File: src/rtl/gs_frame_sequencer.sv
// Frame sequencer for the grayscale LED driver chain.
// Optional row blanking state: define GS_SM_DEADTIME_EN.
module gs_frame_sequencer #(
  parameter int NB_ANGLES         = 128,
  parameter int NB_LEDS_PER_GROUP = 16,
  parameter int NB_ROWS           = 4,
  parameter int NB_COLORS         = 3,
  parameter int GS_BITS           = 16,
  parameter int WRTGS_LEN         = 1,
  parameter int LATGS_LEN         = 3,
  parameter int DEADTIME_LEN      = 2,
  localparam int ANGLE_WIDTH = $clog2(NB_ANGLES),
  localparam int LED_W = $clog2(NB_LEDS_PER_GROUP),
  localparam int COL_W = (NB_COLORS > 1) ? $clog2(NB_COLORS) : 1,
  localparam int BIT_W = $clog2(GS_BITS)
) (
  input  logic                   clk,
  input  logic                   rst,
  input  logic                   SCLK,
  input  logic [ANGLE_WIDTH-1:0] angle,
  output logic [NB_ROWS-1:0]     row_en,
  output logic [LED_W-1:0]       led,
  output logic [COL_W-1:0]       color,
  output logic [BIT_W-1:0]       bit_sel,
  output logic                   LAT,
  output logic [ANGLE_WIDTH-1:0] cur_angle,
  output logic                   busy,
  output logic                   frame_done,
  output logic                   overrun
);

  localparam int ROW_W  = (NB_ROWS > 1) ? $clog2(NB_ROWS) : 1;
  localparam int DEAD_W = (DEADTIME_LEN > 1) ? $clog2(DEADTIME_LEN) : 1;

  localparam logic [LED_W-1:0] LED_MAX = LED_W'(NB_LEDS_PER_GROUP - 1);
  localparam logic [COL_W-1:0] COL_MAX = COL_W'(NB_COLORS - 1);
  localparam logic [BIT_W-1:0] BIT_MAX = BIT_W'(GS_BITS - 1);
  localparam logic [ROW_W-1:0] ROW_MAX = ROW_W'(NB_ROWS - 1);
  localparam logic [BIT_W:0]   WRTGS_T = (BIT_W+1)'(WRTGS_LEN);
  localparam logic [BIT_W:0]   LATGS_T = (BIT_W+1)'(LATGS_LEN);
  localparam logic [DEAD_W-1:0] DEAD_LD = DEAD_W'(DEADTIME_LEN - 1);

  typedef enum logic [1:0] {
    IDLE  = 2'd0,
    SHIFT = 2'd1,
    DEAD  = 2'd2
  } state_t;

  state_t               state_q;
  state_t               state_d;
  logic                 sclk_q;
  logic                 fall;
  logic [ROW_W-1:0]     row_q;
  logic [DEAD_W-1:0]    dcnt;
  logic [ANGLE_WIDTH-1:0] last_angle;
  logic                 pending;
  logic                 eor;
  logic                 last_row;
  logic                 angle_chg;

  assign fall      = sclk_q & ~SCLK;
  assign eor       = (led == '0) && (color == '0) && (bit_sel == '0);
  assign last_row  = (row_q == ROW_MAX);
  assign angle_chg = (angle != last_angle);

  // State register
  always_ff @(posedge clk) begin
    if (rst) state_q <= IDLE;
    else     state_q <= state_d;
  end

  // Next state: every transition waits for an SCLK fall
  always_comb begin
    state_d = state_q;
    if (fall) begin
      unique case (state_q)
        IDLE:  if (pending) state_d = SHIFT;
        SHIFT: begin
          if (eor) begin
            if (last_row) state_d = IDLE;
`ifdef GS_SM_DEADTIME_EN
            else          state_d = DEAD;
`else
            else          state_d = SHIFT;
`endif
          end
        end
        DEAD:  if (dcnt == '0) state_d = SHIFT;
        default: state_d = IDLE;
      endcase
    end
  end

  // Outputs decoded from registered state and counters
  always_comb begin
    row_en = '0;
    LAT    = 1'b0;
    busy   = (state_q != IDLE);
    if (state_q == SHIFT) begin
      row_en = NB_ROWS'(1) << row_q;
      LAT = (color == '0) &&
            ({1'b0, bit_sel} <
             ((led == '0) ? LATGS_T : WRTGS_T));
    end
  end

  // Counters, angle tracking and frame handshake
  always_ff @(posedge clk) begin
    if (rst) begin
      sclk_q     <= 1'b0;
      row_q      <= '0;
      led        <= '0;
      color      <= '0;
      bit_sel    <= '0;
      dcnt       <= '0;
      cur_angle  <= '0;
      last_angle <= '0;
      pending    <= 1'b1;
      frame_done <= 1'b0;
      overrun    <= 1'b0;
    end else begin
      sclk_q     <= SCLK;
      frame_done <= 1'b0;
      if (fall) begin
        unique case (state_q)
          IDLE: begin
            if (pending) begin
              cur_angle <= last_angle;
              pending   <= 1'b0;
              row_q     <= '0;
              led       <= LED_MAX;
              color     <= COL_MAX;
              bit_sel   <= BIT_MAX;
            end
          end
          SHIFT: begin
            // All-zero counters wrap to their maxima: the reload for the next row
            bit_sel <= (bit_sel == '0) ? BIT_MAX : bit_sel - 1'b1;
            if (bit_sel == '0)
              color <= (color == '0) ? COL_MAX : color - 1'b1;
            if (bit_sel == '0 && color == '0)
              led <= led - 1'b1;
            if (eor) begin
              if (last_row) begin
                frame_done <= 1'b1;
                led        <= '0;
                color      <= '0;
                bit_sel    <= '0;
              end else begin
`ifdef GS_SM_DEADTIME_EN
                dcnt  <= DEAD_LD;
`else
                row_q <= row_q + 1'b1;
`endif
              end
            end
          end
          DEAD: begin
            if (dcnt == '0) row_q <= row_q + 1'b1;
            else            dcnt  <= dcnt - 1'b1;
          end
          default: ;
        endcase
      end
      // A new angle outranks the pending clear of a frame start
      if (angle_chg) begin
        last_angle <= angle;
        pending    <= 1'b1;
        if (pending && busy) overrun <= 1'b1;
      end
    end
  end

endmodule

File: config.mk
export PLATFORM = sky130hd
export DESIGN_NAME = gs_frame_sequencer
export DESIGN_NICKNAME = d
export VERILOG_FILES = /design/src/rtl/gs_frame_sequencer.sv
export SDC_FILE = /design/constraint.sdc
export NUM_CORES = 1
export LEC_CHECK = 0
export ABC_AREA = 1
export CAP_MARGIN = 10
export CORE_MARGIN = 3
export CORE_UTILIZATION = 53
export CTS_BUF_LIST = sky130_fd_sc_hd__clkbuf_16
export DETAILED_ROUTE_END_ITERATION = 10
export GPL_TIMING_DRIVEN = 0
export PLACE_DENSITY = 0.88
export SYNTH_ARGS = -nofsm -noshare
export SYNTH_HDL_FRONTEND = slang
export SYNTH_SLANG_ARGS = --single-unit
File: constraint.sdc
create_clock -name clk -period 2.6 [get_ports clk]
set_input_delay 0.26 -clock clk [delete_from_list [all_inputs] [get_ports clk]]
set_output_delay 0.26 -clock clk [all_outputs]
set_load 0.005 [all_outputs]
### Yosys cells after proc, flatten, opt, wreduce, memory -nomap -nowiden

Cells that the tools add are included.

| cells by class | value |
|---|---|
| add/sub/neg operators | 5 |
| order comparisons | 1 |
| eq/ne operators | 8 |
| shift operators | 1 |
| mux-type cells | 30 |
| bitwise operators | 5 |
| reduce and logical (&&, ||, !) cells | 21 |

Operators by type and width:

| cell | number |
|---|---|
| two-way mux 4 bit | 8 |
| two-way mux 2 bit | 13 |
| case mux 4 bit (2 select lines) | 2 |
| case mux 2 bit (3 select lines) | 2 |
| logical NOT 4 bit | 2 |
| inequality test 2 bit (second input constant) | 4 |
| subtractor 4 x 1 -> 4 bit (second input constant) | 2 |
| inequality test 7 bit | 1 |
| AND reduction 2 bit | 3 |
| AND reduction 3 bit | 2 |
| AND reduction 6 bit | 1 |
| logical AND 1 bit | 5 |
| equality test 2 bit (second input constant) | 2 |
| logical NOT 2 bit | 2 |
| < comparator 4 x 2 -> 1 bit | 1 |
| two-way mux 1 bit | 4 |
| NOT 1 bit | 4 |
| case mux 2 bit (2 select lines) | 1 |
| AND reduction 4 bit | 1 |
| nonzero test 2 bit | 2 |
| OR reduction 4 bit | 1 |
| << shifter 1 x 2 -> 4 bit (first input constant) | 1 |
| nonzero test 3 bit | 1 |
| adder 2 x 1 -> 2 bit (second input constant) | 1 |
| 5 further kinds | 5 |

| storage, ports and cells | value |
|---|---|
| register bits after elaboration | 33 |
| bits of input ports | 10 |
| output and inout port bits | 25 |
| word-level logic and storage cells | 83 |

### Logic depth before layout (Yosys ltp)

Gate-level depths: netlist of run 1.

| depth | value |
|---|---|
| depth after elaboration | 6 |
| mapped depth | 9 |
| gate-level depth less buffers | 9 |

### Least setup slack after synthesis of run 1

Ideal clock, no wire load.

| path | value |
|---|---|
| path type | flip-flop to output port |
| start | reg led[0] |
| end | out LAT |
| data arrival time | 1.460 ns |
| data required time | 2.340 ns |
| slack | 0.880 ns |
| stages on the path, launching flop included | 6 |
| buffers on the path | 0 |
| cells stage by stage | dfxtp_1 > inv_1 > ha_1 > nand3_2 > ha_1 > a2111oi_1 |

| on the way | value |
|---|---|
| word-level cells in the longest chain between the ends | 5 |

RTL lines:

| element | RTL line | source |
|---|---|---|
| start: declaration | 22 | `output logic [LED_W-1:0] led,` |
| start signal: assignment | 142 | `led <= led - 1'b1;` |
| logical NOT 4 bit | 103 | `((led == '0) ? LATGS_T : WRTGS_T));` |
| two-way mux 2 bit | 103 |  |
| < comparator 4 x 2 -> 1 bit | 102 | `({1'b0, bit_sel} <` |
| logical AND 1 bit | 101 | `LAT = (color == '0) &&` |
| two-way mux 1 bit | 99 | `if (state_q == SHIFT) begin` |
| end: declaration | 25 | `output logic LAT,` |

Every way passes these cells.

### Worst setup path after layout of run 1

Same ends and word-level chain as after synthesis.

==> impl_metrics.env, run 1 <==
export IMPL_antenna_found_initial=0
export IMPL_die_x_um=60.7
export IMPL_leakagePower_nw=1.01
export IMPL_n_antenna_cell=0
export IMPL_synth_nets=240
export IMPL_routed_wl_mm=3.64
export IMPL_final_max_slew_viol_count=0
export IMPL_wl_per_cell_um=12.4
export IMPL_fin_nets=281
export IMPL_cts_buffers=5
export IMPL_first_pass_iters=4
export IMPL_drt_vias_per_instance=5.20
export IMPL_synth_ff_type="dfxtp_1"
export IMPL_syn_to_final_growth_pct=34.1
export IMPL_h_tree_depth=2
export IMPL_hold_class="register to register"
export IMPL_rsz0062_at_grt="false"
export IMPL_place_congestion=0.870
export IMPL_path_max_fanout=5
export IMPL_final_cells=294
export IMPL_grt_start_max_net_pins=11
export IMPL_slew_headroom=0.642
export IMPL_die_h_um=60.7
export IMPL_numClockSinks=31
export IMPL_crit_path_max_incr_delay_ns=0.39
export IMPL_fin_tns_setup_ns=0
export IMPL_fmax_mhz=432
export IMPL_skew_ns=0.00533
export IMPL_num_vias=1529
export IMPL_fin_crit_sh=0.890
export IMPL_worst_setup_path_end_kind="output port"
export IMPL_grt_use_total=0.233
export IMPL_drc=0
export IMPL_criticalPathCategory="register to output port"
export IMPL_grt_pass1_vias=1446
export IMPL_grt_pass1_wl_mm=6.16
export IMPL_path_common_cell="ha_1"
export IMPL_rows=19
export IMPL_pin_count=35
export IMPL_startpoint_type="register"
export IMPL_maxCapViolCount=0
export IMPL_tightest_slew_ns=0.537
export IMPL_vdd_drop_max_mv=0.543
export IMPL_synth_area_um2=1590
export IMPL_status="finished clean"
export IMPL_async_flop_share=0
export IMPL_dpl_cell_count=286
export IMPL_die_area_um2=3690
export IMPL_drive_gt1_frac=0.0913
export IMPL_yosysTopAreaCell="dfxtp_1"
export IMPL_path_cells="inv_1, ha_1, nand3_2, ha_1, a2111oi_1, dlygate4sd2_1"
export IMPL_cts_root_buf="clkbuf_16"
export IMPL_start_util=0.566
export IMPL_fill_cells=228
export IMPL_cts_tree="yes"
export IMPL_min_period_ns=2.31
export IMPL_coreArea_um2=2810
export IMPL_yosys_top_cells_area="dfxtp_1, nand2_1, inv_1"
export IMPL_ys_seq_area_frac=0.391
export IMPL_critPathArrivalTime_ns=2.05
export IMPL_clkTransAtPathRegs_ns=0.05
export IMPL_powerDensity_nw_per_um2=644
export IMPL_dpl_hpwl_mm=2.60
export IMPL_synth_most_common_cell="nand2_1"
export IMPL_drtIter0Drc=64
export IMPL_ys_warn_count=0
export IMPL_netlist_top_cells_count="nand2_1, inv_1, dfxtp_1"
export IMPL_hold_violations=0
export IMPL_grt_overflow=0
export IMPL_cts_buffer_depth=2
export IMPL_syn_avg_cell_area_um2=7.18
export IMPL_drt_antenna_violating_nets=0
export IMPL_ys_types=27
export IMPL_clk_latency_ns=0.28
export IMPL_ys_seq_elements=31
export IMPL_crit_slowest_cell="dfxtp_1"
export IMPL_io_buffers=34
export IMPL_sequential_cell_area_um2=621
export IMPL_crit_required_ns=2.34
export IMPL_setup_violations=0
export IMPL_syn_inst=221
export IMPL_synth_edff_count=0
export IMPL_multi_input_area_um2=781
export IMPL_netlist_area_leader_share=0.391
-- cell usage in the layout (no fill, tap or decap), drive strengths merged --
| cell | count |
|---|---|
| or2 | 1 |
| nand2 | 48 |
| xnor2 | 1 |
| clkinv | 2 |
| nand4 | 2 |
| nor2 | 25 |
| a21oi | 20 |
| inv | 42 |
| bufinv | 1 |
| o21bai | 2 |
| and3 | 1 |
| dlygate4sd2 | 1 |
| clkbuf | 6 |
| clkdlybuf4s50 | 33 |
| nand3 | 12 |
| o21ai | 18 |
| xor2 | 2 |
| o211ai | 1 |
| ha | 9 |
| buf | 4 |
| a2111oi | 1 |
| dfxtp | 31 |
-- metrics by stage --
stage          setup WS (ns)  instance area [µm²]  utilization  power [W]  hold WS (ns)
6_report               0.286                 2130        0.759    0.00137         0.453
5_1_grt                0.181                 2130        0.759    0.00142         0.471
4_1_cts                0.288                 2130        0.759    0.00138         0.453
3_5_place_dp           0.320                 1970        0.701   0.000725         0.443
3_3_place_gp           0.319                 1970        0.701   0.000717         0.446
2_1_floorplan          0.880                 1590            -   0.000647         0.329
-- worst paths after layout --
| check | start | to | slack [ns] | cells after the start |
|---|---|---|---|---|
| setup / recovery | led[0] | LAT | 0.29 | 6 |
| hold / removal | overrun | overrun | 0.45 | 2 |
| setup reg to reg | bit_sel[0] | bit_sel[2] | 1.16 | 7 |
| hold reg to reg | overrun | overrun | 0.45 | 2 |
-- where the power goes --
group          internal (W)  total (W)  switching [W]
logic             0.0000928   0.000200       0.000107
registers          0.000500   0.000518      0.0000184
clock network      0.000446   0.000653       0.000207
-- metal layers --
metal | track usage | part of all wire | vias to the layer above
li1 | - | - | 776
met1 | 0.265 | 0.43 | 698
met2 | 0.386 | 0.48 | 45
met3 | 0.0574 | 0.062 | 10
met4 | 0.149 | 0.027 | 0
met5 | 0 | 0 | -
-- timing repair --
action	in CTS	in global routing
hold buffers	0	0
setup endpoints to repair	1	0
buffers inserted	0	0
gates resized for setup	1	0
-- worst max-delay path: cells and delay by family, from the launching register on --
| family | cells | cell delay (ns) |
|---|---|---|
| buffers and inverters | 2 | 0.36 |
| AO/OA/AOI/OAI | 1 | 0.37 |
| AND/OR/NAND/NOR | 1 | 0.16 |
| flip-flops | 1 | 0.39 |
| adder cells (fa/ha/maj) | 2 | 0.49 |
-- layout make-up --
type                    count  share of cell area
plain buffers               5              0.0135
clock buffers               5              0.0588
clock inverters             3              0.0182
inverters                  42              0.0740
multi-input cells         143               0.367
flip-flops and latches     31               0.291
well taps                  31              0.0182
repair buffers             34               0.159
-- kinds of logic (layout without fill, tap and decap cells) --
| kind of cell | count (synthesis) | in the layout | synth area share |
|---|---|---|---|
| DFF | 31 | 31 | 0.391 |
| AOI/OAI and AO/OA | 42 | 42 | 0.150 |
| buffers and inverters | 47 | 89 | 0.117 |
| adders and majority gates | 9 | 9 | 0.0709 |
| and+or+nand+nor | 89 | 89 | 0.255 |
| xor gates and xnor gates | 3 | 3 | 0.0166 |
-- registers in the layout, indices dropped and copies added (netlist names) --
signal      cells
bit_sel         4
color           2
cur_angle       7
frame_done      1
last_angle      7
led             4
overrun         1
pending         1
row_q           2
sclk_q          1
state_q         1
Power figures use the tool's default switching activity.
==> inputs of run 2 (changes only) <==
GPL_TIMING_DRIVEN = default   (was 0)
==> run 2 against run 1 <==
  * Worst setup slack better by 0.16 ns
  * Sequential power about the same
  * Cell area down 0.23%
  * Register-to-register slack worse by 0.17 ns
  * Critical path type unchanged
  * Critical endpoint unchanged
  * Largest cell class unchanged
==> impl_metrics.env, run 2 (synthesis results as in run 1) <==
export IMPL_final_max_slew_viol_count=0
export IMPL_drt_antenna_violating_nets=0
export IMPL_crit_start="led[0]"
export IMPL_path_cells="inv_1, ha_1, nand3_2, ha_1, a2111oi_2, dlymetal6s2s_1"
export IMPL_cts_buffer_depth=2
export IMPL_rsz0062_at_grt="false"
export IMPL_fill_cells=214
export IMPL_crit_required_ns=2.34
export IMPL_dpl_cell_count=283
export IMPL_status="finished clean"
export IMPL_hp_start="overrun"
export IMPL_hold_class="register to register"
export IMPL_final_cells=291
export IMPL_n_antenna_cell=0
export IMPL_wl_per_cell_um=12.0
export IMPL_die_x_um=60.7
export IMPL_start_util=0.566
export IMPL_antenna_found_initial=0
export IMPL_cts_buffers=5
export IMPL_path_common_cell="ha_1"
export IMPL_syn_to_final_growth_pct=33.8
export IMPL_pin_count=35
export IMPL_cp_num_buf_inv=2
export IMPL_vdd_drop_max_mv=0.440
export IMPL_path_max_fanout=5
export IMPL_cts_root_buf="clkbuf_16"
export IMPL_worst_hold_slack_ns=0.465
export IMPL_drive_gt1_frac=0.0885
export IMPL_die_area_um2=3690
export IMPL_hold_violations=0
export IMPL_clkTransAtPathRegs_ns=0.05
export IMPL_fmax_mhz=464
export IMPL_dpl_hpwl_mm=2.43
export IMPL_skew_ns=0.00282
export IMPL_r2r_end="bit_sel[2]"
export IMPL_layout_common_cells="nand2_1, inv_1, clkdlybuf4s50_1"
export IMPL_h_tree_depth=2
export IMPL_crit_end="LAT"
export IMPL_rows=19
export IMPL_criticalPathCategory="register to output port"
export IMPL_hold_buffers=0
export IMPL_crit_path_max_incr_delay_ns=0.34
export IMPL_cts_repair_resized=0
export IMPL_reg2reg_depth=7
export IMPL_critPathArrivalTime_ns=1.90
export IMPL_num_vias=1472
export IMPL_startpoint_type="register"
export IMPL_io_buffers=34
export IMPL_grt_start_max_net_pins=18
export IMPL_grt_pass1_vias=1357
export IMPL_cts_tree="yes"
export IMPL_die_h_um=60.7
export IMPL_cp_num_cells=6
export IMPL_reg_largest_list="cur_angle x7, last_angle x7"
export IMPL_worst_setup_path_end_kind="output port"
export IMPL_crit_slowest_cell="dfxtp_1"
export IMPL_slew_headroom=0.652
export IMPL_fin_crit_sh=0.830
export IMPL_place_congestion=0.836
export IMPL_layout_commonest_cell="nand2_1"
export IMPL_clk_latency_ns=0.27
export IMPL_tightest_slew_ns=0.522
export IMPL_drtIter0Drc=85
export IMPL_maxCapViolCount=0
export IMPL_grt_overflow=0
export IMPL_coreArea_um2=2810
export IMPL_fin_tns_setup_ns=0
export IMPL_first_pass_iters=4
export IMPL_routed_wl_mm=3.50
export IMPL_rr_startpoint="bit_sel[0]"
export IMPL_post_cts_buffers=0
export IMPL_grt_pass1_wl_mm=5.65
export IMPL_leakagePower_nw=1.02
export IMPL_numClockSinks=31
export IMPL_drt_vias_per_instance=5.06
export IMPL_setup_violations=0
export IMPL_fin_nets=278
export IMPL_reg2reg_slack_ns=0.99
export IMPL_powerDensity_nw_per_um2=641
export IMPL_grt_use_total=0.210
export IMPL_drc=0
export IMPL_min_period_ns=2.16
export IMPL_critical_path_top_delay_family="adder cells"
run 2: worst min path at each step:
stage                     depth (start not counted)  slack [ns]         end
after detailed placement                          2        0.44     overrun
after global routing                              2        0.47     overrun
final                                             2        0.46     overrun
after global placement                            2        0.45     overrun
after floorplan                                   1        0.33  state_q[0]
after CTS                                         2        0.45     overrun
run 2: final cells by class:
cell class	instances	area (µm²)	area share
clock buffer	5	125	0.0589
clock inverter	3	38.8	0.0183
inverter	42	158	0.0742
multi-input combinational	143	786	0.370
sequential	31	621	0.292
tap	31	38.8	0.0183
timing repair buffer	36	358	0.168
run 2: per-layer routing:
layer / wire, µm / part of all wire / global-route usage / vias up
met5: 0 / 0 / 0 / -
met4: 80 / 0.023 / 0.0898 / 0
met3: 175 / 0.050 / 0.0511 / 10
li1: - / - / - / 764
met1: 1550 / 0.44 / 0.256 / 659
met2: 1700 / 0.48 / 0.351 / 39
run 2: worst min-delay path: stages, from the launching register on:
cell	delay (ns)
dfxtp_1	0.31
inv_1	0.05
a21oi_1	0.06
run 2: through the flow:
step / util / total power (W) / cell area, µm² / setup slack, ns
4_1_cts: 0.755 / 0.00136 / 2120 / 0.00570
5_1_grt: 0.757 / 0.00142 / 2120 / 0.354
3_3_place_gp: 0.696 / 0.000717 / 1950 / 0.346
2_1_floorplan: - / 0.000647 / 1590 / 0.880
3_5_place_dp: 0.696 / 0.000722 / 1950 / 0.320
6_report: 0.757 / 0.00136 / 2120 / 0.443
run 2: where the power goes:
group,switching [W],internal (W),total (W)
Clock,0.000199,0.000446,0.000645
Sequential,0.0000170,0.000500,0.000517
Combinational,0.000106,0.0000932,0.000200
==> inputs of run 3 (changes only) <==
CORE_UTILIZATION = 50   (was 53)
PLACE_DENSITY = 0.84   (was 0.88)
clock period = 2.1 ns   (was 2.6 ns; I/O delays follow)
==> run 3 against run 2 <==
  * Utilization down 2.0 points
  * Total power up 15%
  * Routed wire length fell by 1.3%
  * Critical path depth is the same
  * Global-route usage fell by 0.93 points
  * Clock skew increased by 0.0017 ns
  * Via count grew 0.27%
  * Hold slack better by 0.0017 ns
  * Worst setup slack got worse by 0.27 ns
  * Clock power rose by 4.8%
  * Count of clock-buffer cells in the layout unchanged
  * Sequential share of layout area shrank 0.19 points
==> impl_metrics.env, run 3 (synthesis results as in run 1) <==
export IMPL_rsz0062_at_grt="false"
export IMPL_die_h_um=62.4
export IMPL_dpl_hpwl_mm=2.49
export IMPL_fmax_mhz=518
export IMPL_status="finished clean"
export IMPL_power_w=0.00157
export IMPL_drc=0
export IMPL_grt_pass1_vias=1435
export IMPL_clk_latency_ns=0.28
export IMPL_wl_per_cell_um=11.3
export IMPL_grt_overflow=0
export IMPL_fin_tns_setup_ns=0
export IMPL_grt_use_total=0.200
export IMPL_die_area_um2=3890
export IMPL_die_x_um=62.4
export IMPL_drtIter0Drc=101
export IMPL_io_buffers=34
export IMPL_criticalPathCategory="register to output port"
export IMPL_clkTransAtPathRegs_ns=0.05
export IMPL_cts_buffer_depth=2
export IMPL_first_pass_iters=4
export IMPL_drt_vias_per_instance=4.82
export IMPL_num_vias=1476
export IMPL_coreArea_um2=2900
export IMPL_worst_setup_path_end_kind="output port"
export IMPL_drt_antenna_violating_nets=0
export IMPL_maxCapViolCount=0
export IMPL_path_cells="inv_1, ha_1, nand3_2, ha_1, a2111oi_2, clkbuf_2"
export IMPL_holdPathStages=2
export IMPL_reg2reg_slack_ns=0.64
export IMPL_crit_required_ns=1.89
export IMPL_reg_largest_list="cur_angle x7, last_angle x7"
export IMPL_cp_num_buf_inv=2
export IMPL_cts_tree="yes"
export IMPL_setup_violations=0
export IMPL_powerDensity_nw_per_um2=734
export IMPL_tightest_slew_ns=0.498
export IMPL_vdd_drop_max_mv=0.529
export IMPL_grt_start_max_net_pins=18
export IMPL_startpoint_type="register"
export IMPL_crit_path_max_incr_delay_ns=0.35
export IMPL_n_antenna_cell=0
export IMPL_pin_count=35
export IMPL_slew_headroom=0.667
export IMPL_h_tree_depth=2
export IMPL_worst_hold_slack_ns=0.467
export IMPL_layout_commonest_cell="nand2_1"
export IMPL_final_util=0.737
export IMPL_cts_buffers=5
export IMPL_skew_ns=0.00455
export IMPL_start_util=0.547
export IMPL_path_max_fanout=2
export IMPL_r2r_end="bit_sel[3]"
export IMPL_numClockSinks=31
export IMPL_fin_crit_sh=0.920
export IMPL_critPathArrivalTime_ns=1.72
export IMPL_antenna_found_initial=0
export IMPL_hp_start="overrun"
export IMPL_layout_common_cells="nand2_1, inv_1, clkdlybuf4s50_1"
export IMPL_hold_buffers=0
export IMPL_leakagePower_nw=1.01
export IMPL_fin_nets=282
export IMPL_drive_gt1_frac=0.106
export IMPL_place_congestion=0.863
export IMPL_grt_pass1_wl_mm=6.22
export IMPL_post_cts_buffers=0
export IMPL_syn_to_final_growth_pct=34.7
export IMPL_reg2reg_depth=6
export IMPL_crit_slowest_cell="a2111oi_2"
export IMPL_min_period_ns=1.93
export IMPL_routed_wl_mm=3.46
export IMPL_path_common_cell="ha_1"
export IMPL_hold_class="register to register"
export IMPL_hold_path_endpoint="overrun"
export IMPL_cts_root_buf="clkbuf_16"
export IMPL_hold_violations=0
export IMPL_rows=19
export IMPL_final_max_slew_viol_count=0
export IMPL_critical_path_top_delay_family="adder cells"
export IMPL_rr_startpoint="bit_sel[0]"
-- run 3: how the worst max path moves through the flow --
stage,startpoint,endpoint,slack (ns),depth (start not counted)
after floorplan,led[0],LAT,0.43,5
after global placement,led[0],LAT,0.06,6
after detailed placement,led[0],LAT,0.05,6
after CTS,led[0],LAT,0.04,6
after global routing,led[1],LAT,0.02,6
final,led[0],LAT,0.17,6
-- run 3: repair_timing --
action / 4_1_cts / 5_1_grt
endpoints found under the setup margin: 1 / 1
gates resized for setup: 1 / 3
pin swaps: 0 / 0
-- run 3: final cells by class --
type / count / area, µm²
clock buffer: 5 / 125
clock inverter: 3 / 16.3
fill: 254 / 762
inverter: 42 / 158
multi-input combinational: 143 / 786
sequential: 31 / 621
tap: 42 / 52.6
timing repair buffer: 40 / 380
-- run 3: worst reg2reg max path: cells and delay by family, from the launching register on --
kind                       cells  cell delay [ns]
DFF                            1             0.35
and+or+nand+nor                4             0.65
adders and majority gates      1             0.26
buffers and inverters          1             0.09
-- run 3: report_power, final --
group          internal (W)  leakage, nW  switching, W
Sequential         0.000619        0.255     0.0000203
Clock              0.000431       0.0710      0.000246
Combinational      0.000121        0.684      0.000134
-- run 3: stage by stage --
step	setup slack, ns	area (µm²)	instances
after detailed placement	0.0536	2000	298
final	0.169	2140	306
after CTS	0.0410	2140	306
after global placement	0.0578	2000	298
after floorplan	0.430	1590	221
after global routing	0.0191	2140	306
-- run 3: layer usage --
layer	share of wire	track usage	vias up
met2	0.48	0.349	37
li1	-	-	772
met5	0	0	-
met4	0.021	0.0992	0
met3	0.045	0.0468	7
met1	0.45	0.229	660
